### config.mk
export PLATFORM = sky130hd
export DESIGN_NAME = axi4_lite_mem_slave
export DESIGN_NICKNAME = d
export VERILOG_FILES = /design/src/rtl/axi4_lite_pkg.sv /design/src/rtl/axi4_lite_wr_collect.sv /design/src/rtl/axi4_lite_mem_slave.sv
export SDC_FILE = /design/constraint.sdc
export NUM_CORES = 1
export LEC_CHECK = 0
export ABC_AREA = 1
export CAP_MARGIN = 40
export CORE_ASPECT_RATIO = 1.25
export CORE_MARGIN = 3
export CORE_UTILIZATION = 34
export DETAILED_ROUTE_END_ITERATION = 8
export GPL_TIMING_DRIVEN = 1
export PLACE_DENSITY_LB_ADDON = 0.1
export RECOVER_POWER = 100
export SYNTH_ARGS = -nofsm -noshare
export SYNTH_HDL_FRONTEND = slang
export SYNTH_SLANG_ARGS = --single-unit
### constraint.sdc
create_clock -name iCLK -period 1.5 [get_ports iCLK]
set_clock_uncertainty 0.2 [all_clocks]
set_input_delay 0.3 -clock iCLK [delete_from_list [all_inputs] [get_ports iCLK]]
set_output_delay 0.3 -clock iCLK [all_outputs]
set_load 0.005 [all_outputs]
### src/rtl/axi4_lite_pkg.sv
// Shared definitions for the AXI4-Lite word-memory responder: response codes,
// the full-word strobe value and the controller state encoding.
package axi4_lite_pkg;

  localparam logic [1:0] RESP_OKAY   = 2'b00;
  localparam logic [1:0] RESP_SLVERR = 2'b10;
  localparam logic [3:0] FULL_STRB   = 4'hF;

  typedef enum logic [2:0] {
    ST_IDLE,
    ST_WRITE,
    ST_WRESP,
    ST_READ,
    ST_RWAIT,
    ST_RRESP
  } state_e;

endpackage

### src/rtl/axi4_lite_wr_collect.sv
// AW/W holding registers with independent handshakes; a write becomes
// available once both halves are held or arriving this cycle.
module axi4_lite_wr_collect #(
  parameter int ADDR_W = 32,
  parameter int DATA_W = 32
) (
  input  logic              clk_i,
  input  logic              rst_n_i,
  input  logic              accept_i,
  input  logic              clr_i,
  input  logic [ADDR_W-1:0] awaddr_i,
  input  logic              awvalid_i,
  output logic              awready_o,
  input  logic [DATA_W-1:0] wdata_i,
  input  logic [3:0]        wstrb_i,
  input  logic              wvalid_i,
  output logic              wready_o,
  output logic              wr_rdy_o,
  output logic              wr_idle_o,
  output logic [ADDR_W-1:0] awaddr_o,
  output logic [DATA_W-1:0] wdata_o,
  output logic [3:0]        wstrb_o
);

  logic              aw_full_q, w_full_q;
  logic [ADDR_W-1:0] awaddr_q;
  logic [DATA_W-1:0] wdata_q;
  logic [3:0]        wstrb_q;

  assign awready_o = accept_i & ~aw_full_q;
  assign wready_o  = accept_i & ~w_full_q;
  // Counting the incoming beat lets the controller launch the write on the
  // same edge that completes the second handshake.
  assign wr_rdy_o  = (aw_full_q | awvalid_i) & (w_full_q | wvalid_i);
  assign wr_idle_o = ~(aw_full_q | awvalid_i | w_full_q | wvalid_i);
  assign awaddr_o  = awaddr_q;
  assign wdata_o   = wdata_q;
  assign wstrb_o   = wstrb_q;

  always_ff @(posedge clk_i or negedge rst_n_i) begin
    if (!rst_n_i) begin
      aw_full_q <= 1'b0;
      w_full_q  <= 1'b0;
      awaddr_q  <= '0;
      wdata_q   <= '0;
      wstrb_q   <= '0;
    end else begin
      if (clr_i) begin
        aw_full_q <= 1'b0;
      end else if (awvalid_i && awready_o) begin
        aw_full_q <= 1'b1;
        awaddr_q  <= awaddr_i;
      end
      if (clr_i) begin
        w_full_q <= 1'b0;
      end else if (wvalid_i && wready_o) begin
        w_full_q <= 1'b1;
        wdata_q  <= wdata_i;
        wstrb_q  <= wstrb_i;
      end
    end
  end

endmodule

### src/rtl/axi4_lite_mem_slave.sv
// AXI4-Lite single-beat responder driving a CE/RD/WR word memory, one transaction
// at a time. Define AXI_ADDR_CHECK_EN to reject out-of-range or unaligned addresses.
module axi4_lite_mem_slave
  import axi4_lite_pkg::*;
#(
  parameter int ADDR_W = 32,
  parameter int DATA_W = 32,
  parameter int DEPTH  = 256,
  parameter int MEM_AW = 8
) (
  input  logic              iCLK,
  input  logic              iRSTN,
  input  logic [ADDR_W-1:0] iAWADDR,
  input  logic              iAWVALID,
  output logic              oAWREADY,
  input  logic [DATA_W-1:0] iWDATA,
  input  logic [3:0]        iWSTRB,
  input  logic              iWVALID,
  output logic              oWREADY,
  output logic [1:0]        oBRESP,
  output logic              oBVALID,
  input  logic              iBREADY,
  input  logic [ADDR_W-1:0] iARADDR,
  input  logic              iARVALID,
  output logic              oARREADY,
  output logic [DATA_W-1:0] oRDATA,
  output logic [1:0]        oRRESP,
  output logic              oRVALID,
  input  logic              iRREADY,
  output logic              oMEM_CE,
  output logic              oMEM_RD,
  output logic              oMEM_WR,
  output logic [31:0]       oMEM_ADDR,
  output logic [DATA_W-1:0] oMEM_WDATA,
  input  logic [DATA_W-1:0] iMEM_RDATA
);

  localparam logic [ADDR_W-1:0] ADDR_LIMIT = ADDR_W'(DEPTH * 4);

  state_e              state_q, state_d;
  logic                rst_done_q;
  logic                last_wr_q, last_wr_d;
  logic [MEM_AW-1:0]   ar_idx_q;
  logic                ar_ok_q;
  logic [1:0]          bresp_q, rresp_q;
  logic [DATA_W-1:0]   rdata_q;

  logic                idle_rdy, ar_hs, wr_rdy, wr_idle;
  logic                aw_ok, ar_ok, wr_ok, mem_wr, mem_rd;
  logic [ADDR_W-1:0]   awaddr;
  logic [DATA_W-1:0]   wdata;
  logic [3:0]          wstrb;
  logic [MEM_AW-1:0]   aw_idx;

  assign idle_rdy = rst_done_q & (state_q == ST_IDLE);

  axi4_lite_wr_collect #(.ADDR_W(ADDR_W), .DATA_W(DATA_W)) u_wr_collect (
    .clk_i     (iCLK),
    .rst_n_i   (iRSTN),
    .accept_i  (idle_rdy),
    .clr_i     (state_q == ST_WRITE),
    .awaddr_i  (iAWADDR),
    .awvalid_i (iAWVALID),
    .awready_o (oAWREADY),
    .wdata_i   (iWDATA),
    .wstrb_i   (iWSTRB),
    .wvalid_i  (iWVALID),
    .wready_o  (oWREADY),
    .wr_rdy_o  (wr_rdy),
    .wr_idle_o (wr_idle),
    .awaddr_o  (awaddr),
    .wdata_o   (wdata),
    .wstrb_o   (wstrb)
  );

`ifdef AXI_ADDR_CHECK_EN
  assign aw_ok = (awaddr < ADDR_LIMIT) && (awaddr[1:0] == 2'b00);
  assign ar_ok = (iARADDR < ADDR_LIMIT) && (iARADDR[1:0] == 2'b00);
`else
  logic unused_addr_bits;
  assign unused_addr_bits = ^{awaddr[ADDR_W-1:MEM_AW+2], awaddr[1:0],
                              iARADDR[ADDR_W-1:MEM_AW+2], iARADDR[1:0], ADDR_LIMIT};
  assign aw_ok = 1'b1;
  assign ar_ok = 1'b1;
`endif

  assign aw_idx = awaddr[MEM_AW+1:2];
  assign wr_ok  = (wstrb == FULL_STRB) & aw_ok;

  // A read is only admitted with no write in flight, or when it wins the
  // alternation against a complete write.
  assign oARREADY = idle_rdy & (wr_idle | (wr_rdy & last_wr_q));
  assign ar_hs    = iARVALID & oARREADY;

  always_comb begin
    state_d   = state_q;
    last_wr_d = last_wr_q;
    case (state_q)
      ST_IDLE: begin
        if (ar_hs) begin
          state_d = ST_READ;
          if (wr_rdy) last_wr_d = 1'b0;
        end else if (idle_rdy && wr_rdy) begin
          state_d = ST_WRITE;
          if (iARVALID) last_wr_d = 1'b1;
        end
      end
      ST_WRITE: state_d = ST_WRESP;
      ST_WRESP: if (iBREADY) state_d = ST_IDLE;
      ST_READ:  state_d = ST_RWAIT;
      ST_RWAIT: state_d = ST_RRESP;
      ST_RRESP: if (iRREADY) state_d = ST_IDLE;
      default:  state_d = ST_IDLE;
    endcase
  end

  always_ff @(posedge iCLK or negedge iRSTN) begin
    if (!iRSTN) begin
      state_q    <= ST_IDLE;
      rst_done_q <= 1'b0;
      last_wr_q  <= 1'b0;
      ar_idx_q   <= '0;
      ar_ok_q    <= 1'b0;
      bresp_q    <= RESP_OKAY;
      rresp_q    <= RESP_OKAY;
      rdata_q    <= '0;
    end else begin
      state_q    <= state_d;
      rst_done_q <= 1'b1;
      last_wr_q  <= last_wr_d;
      if (ar_hs) begin
        ar_idx_q <= iARADDR[MEM_AW+1:2];
        ar_ok_q  <= ar_ok;
      end
      if (state_q == ST_WRITE) bresp_q <= wr_ok ? RESP_OKAY : RESP_SLVERR;
      // The memory drives zero when not strobed, so the word is caught here.
      if (state_q == ST_RWAIT) begin
        rdata_q <= ar_ok_q ? iMEM_RDATA : '0;
        rresp_q <= ar_ok_q ? RESP_OKAY : RESP_SLVERR;
      end
    end
  end

  assign mem_wr     = (state_q == ST_WRITE) & wr_ok;
  assign mem_rd     = (state_q == ST_READ) & ar_ok_q;
  assign oMEM_CE    = mem_wr | mem_rd;
  assign oMEM_WR    = mem_wr;
  assign oMEM_RD    = mem_rd;
  assign oMEM_ADDR  = mem_wr ? {{(32-MEM_AW){1'b0}}, aw_idx} :
                      mem_rd ? {{(32-MEM_AW){1'b0}}, ar_idx_q} : 32'd0;
  assign oMEM_WDATA = mem_wr ? wdata : '0;

  assign oBVALID = (state_q == ST_WRESP);
  assign oBRESP  = bresp_q;
  assign oRVALID = (state_q == ST_RRESP);
  assign oRRESP  = rresp_q;
  assign oRDATA  = rdata_q;

endmodule

==> flow_summary.toml <==
[run_status]
status = "finished with violations"
failing_checks = "setup timing"

[timing]
final_period_minus_worst_setup_slack_ns = 2.25
worst_pin_slew_ns = 0.608
whs_ns = 0.289
timing_limited_maximum_frequency_ghz = 0.444
report.final.setup_viol = 141
final_hold_viol_count = 0
slew_headroom_pct = 59.4
share_of_the_clock_period_used_by_the_worst_path_after_layout_pct = 150
slew_viol_final = 0
finalSetupTns_ns = -86.50
rsz0062_at_grt = "yes"
setup_ws_ns = -0.752

[cts]
cts_tree = "done"
maximum_count_of_clock_buffers_along_a_single_path = 2
cts_htree_levels = 3
clkSinkCount = 94
worst_setup_hold_path_clk_slew_ns = 0.06
worstSkewPairLatency_ns = 0.33
clk_root_buffer_cell = "clkbuf_16"
cts-buffers-inserted = 9

[grt]
antenna_found_initial = 0
grt_max_degree = 33
grtUsageTotal_pct = 20.4
grt_first_pass_wirelength_microns = 21600
first_global_vias = 4041
grt-ovfl-total = 0

[floorplanning]
starting_utilization_of_the_core_area_pct = 35.1
die_area_sq_um = 13500
die_x_microns = 104
die_h_microns = 129
placementRows = 44
ios = 247
core_area_sq_um = 11700

[placement]
dp_hpwl_microns = 8240
place_inst = 794
port_buffers = 172
place_worst_setup_slack_ns = -0.823
gp_congestion = 0.792
postPlaceCellArea_sq_um = 6290

[final_layout]
layout.cells.most_common_list = "93 x dfrtp_1, 89 x clkdlybuf4s50_1, 48 x inv_1, 43 x buf_4, 42 x buf_2"
area_growth_syn_to_layout_pct = 94.0
instances_no_fill = 870
final_layout_size_suffix_gt1_share_pct = 45.4
multi_input_comb_area_sq_um = 2000
n_fill_cell = 883
layout.cells.most_common = "dfrtp_1"
num_antenna_cells = 0
design.final.nets = 843
fin_util_pct = 68.1
area.sequential_sq_um = 2350
post-route-cell-area_sq_um = 7980

[min_path]
hold_path_startpoint = "ar_idx_q[4]$_DFFE_PN0P_"
hold-path-cell-count = 2
hp-class = "flip-flop to flip-flop"
hold_end = "ar_idx_q[4]$_DFFE_PN0P_"

[logic_synthesis]
syn-cell-area_sq_um = 4110
postSynth.asyncResetShare_pct = 100
synthDominantCellAreaShare_pct = 57.2
synth_largest_area_cell = "dfrtp_1"
syn_inst = 439
synth_cell_type_count = 26
synth_area_leaders = "dfrtp_1 57%, a22o_1 6.8%, nor2_1 5.9%"
postSynth.topFlopCell = "dfrtp_1"
synth.avg_cell_area_sq_um = 9.37
yosysWarnings = 0
synth_edf_count = 0
synth.yosys.seq_area_share_pct = 57.2
yosys_register_bits = 94

[power_and_ir_drop]
power_leakage_nw = 3.84
p_total_mw = 13.2
p_per_area_nw_per_um2 = 1650
peakVddDrop_mv = 0.720

[worst_setup_path]
timing.rr.end = "u_wr_collect.wdata_o[29]$_DFFE_PN0P_"
data_arrival_critical_path_ns = 1.75
timing.critical_path.from_type = "flip-flop"
worstReg2RegStart = "state_q[1]$_DFFE_PN0P_"
timing.setup.critical_path_class = "flip-flop to output port"
ff2ff_setup_slack_ns = -0.69
end_kind = "output port"
critical_path_required_ns = 1.00
critPathMaxFanout = 11
timing.reg2reg.worst_path_depth = 12

[detailed_routing]
drc = 0
drt_first_pass_iters = 4
wl_microns = 14300
vias_per_cell = 4.59
avgRoutedWirePerCell_microns = 16.4
ant_nets = 0
routed-via-count = 3994
drt-initial-drc-count = 126

[run]
timing.max_cap.violations = 0
==> how the worst max path moves through the flow <==
stage                           startpoint             end  slack [ns]
floorplan           state_q[2]$_DFFE_PN0P_  oMEM_WDATA[10]       -0.20
global placement    state_q[2]$_DFFE_PN0P_   oMEM_WDATA[2]       -0.75
detailed placement  state_q[2]$_DFFE_PN0P_  oMEM_WDATA[29]       -0.82
CTS                 state_q[1]$_DFFE_PN0P_    oMEM_ADDR[0]       -0.72
global route        state_q[0]$_DFFE_PN0P_    oMEM_ADDR[5]       -0.85
finish              state_q[0]$_DFFE_PN0P_  oMEM_WDATA[29]       -0.75
==> critical path: stages, from the launching register on <==
cell	delay (ns)
dfrtp_1	0.40
inv_4	0.07
nor3_4	0.20
inv_2	0.08
nor2_4	0.12
buf_12	0.14
inv_12	0.05
buf_16	0.15
nor2_2	0.08
buf_2	0.13
==> timing repair <==
item,4_1_cts,5_1_grt
hold buffers,1,0
pin swaps,18,30
endpoints found under the hold margin,80,0
gates resized for setup,370,146
buffers inserted,30,22
gates cloned,18,2
setup endpoints to repair,175,158
==> cell usage after synthesis (3+ instances only) <==
library cell and count:
nand3_1 18, nor2_2 3, a21oi_1 29, nor2_4 3, buf_2 13, a21oi_2 6, a22o_1 32, nand2_1 54
buf_4 27, nor3_1 3, o21ai_0 14, inv_1 55, nor2_1 65, o21ai_1 6, clkbuf_1 4, dfrtp_1 94
==> metal layers <==
metal  up-vias  global-route usage, %  wire, microns
met4         0                   5.24            262
met2       121                   34.8           7490
met5         -                      0              0
met3        19                   4.87            660
met1      1959                   26.2           5900
li1       1895                      -              -
==> report_power, final <==
part	switching, mW	leakage [nW]	internal [mW]	total [mW]
clock	0.990	0.163	1.52	2.51
combinational	2.88	2.57	3.57	6.44
sequential	0.573	1.11	3.67	4.25
==> final cells by class <==
class | count | share of cell area [%]
inverter | 57 | 2.95
timing repair buffer | 273 | 35.8
tap | 161 | 2.52
sequential | 94 | 29.5
timing repair inverter | 1 | 0.110
multi-input combinational | 268 | 25.0
clock inverter | 6 | 1.14
clock buffer | 10 | 2.99
==> kinds of logic (layout without fill, tap and decap cells) <==
kind of cell,after synthesis,after routing,share of synthesized area (%)
simple gates,151,152,15.6
buf+inv,103,347,12.6
flops,94,94,57.2
compound gates,89,89,14.4
other cells,2,27,0.183
==> state kept, by name (all words and copies together) (netlist names) <==
| name | cells |
|---|---|
| u_wr_collect.wdata_o | 32 |
| state_q | 3 |
| u_wr_collect.awaddr_o | 8 |
| rst_done_q | 1 |
| u_wr_collect.w_full_q | 1 |
| ar_ok_q | 1 |
| last_wr_q | 1 |
| oBRESP | 1 |
| oRDATA | 32 |
| oRRESP | 1 |
| u_wr_collect.wstrb_o | 4 |
| ar_idx_q | 8 |
| u_wr_collect.aw_full_q | 1 |
No activity file was read; power rests on OpenSTA's default activity.
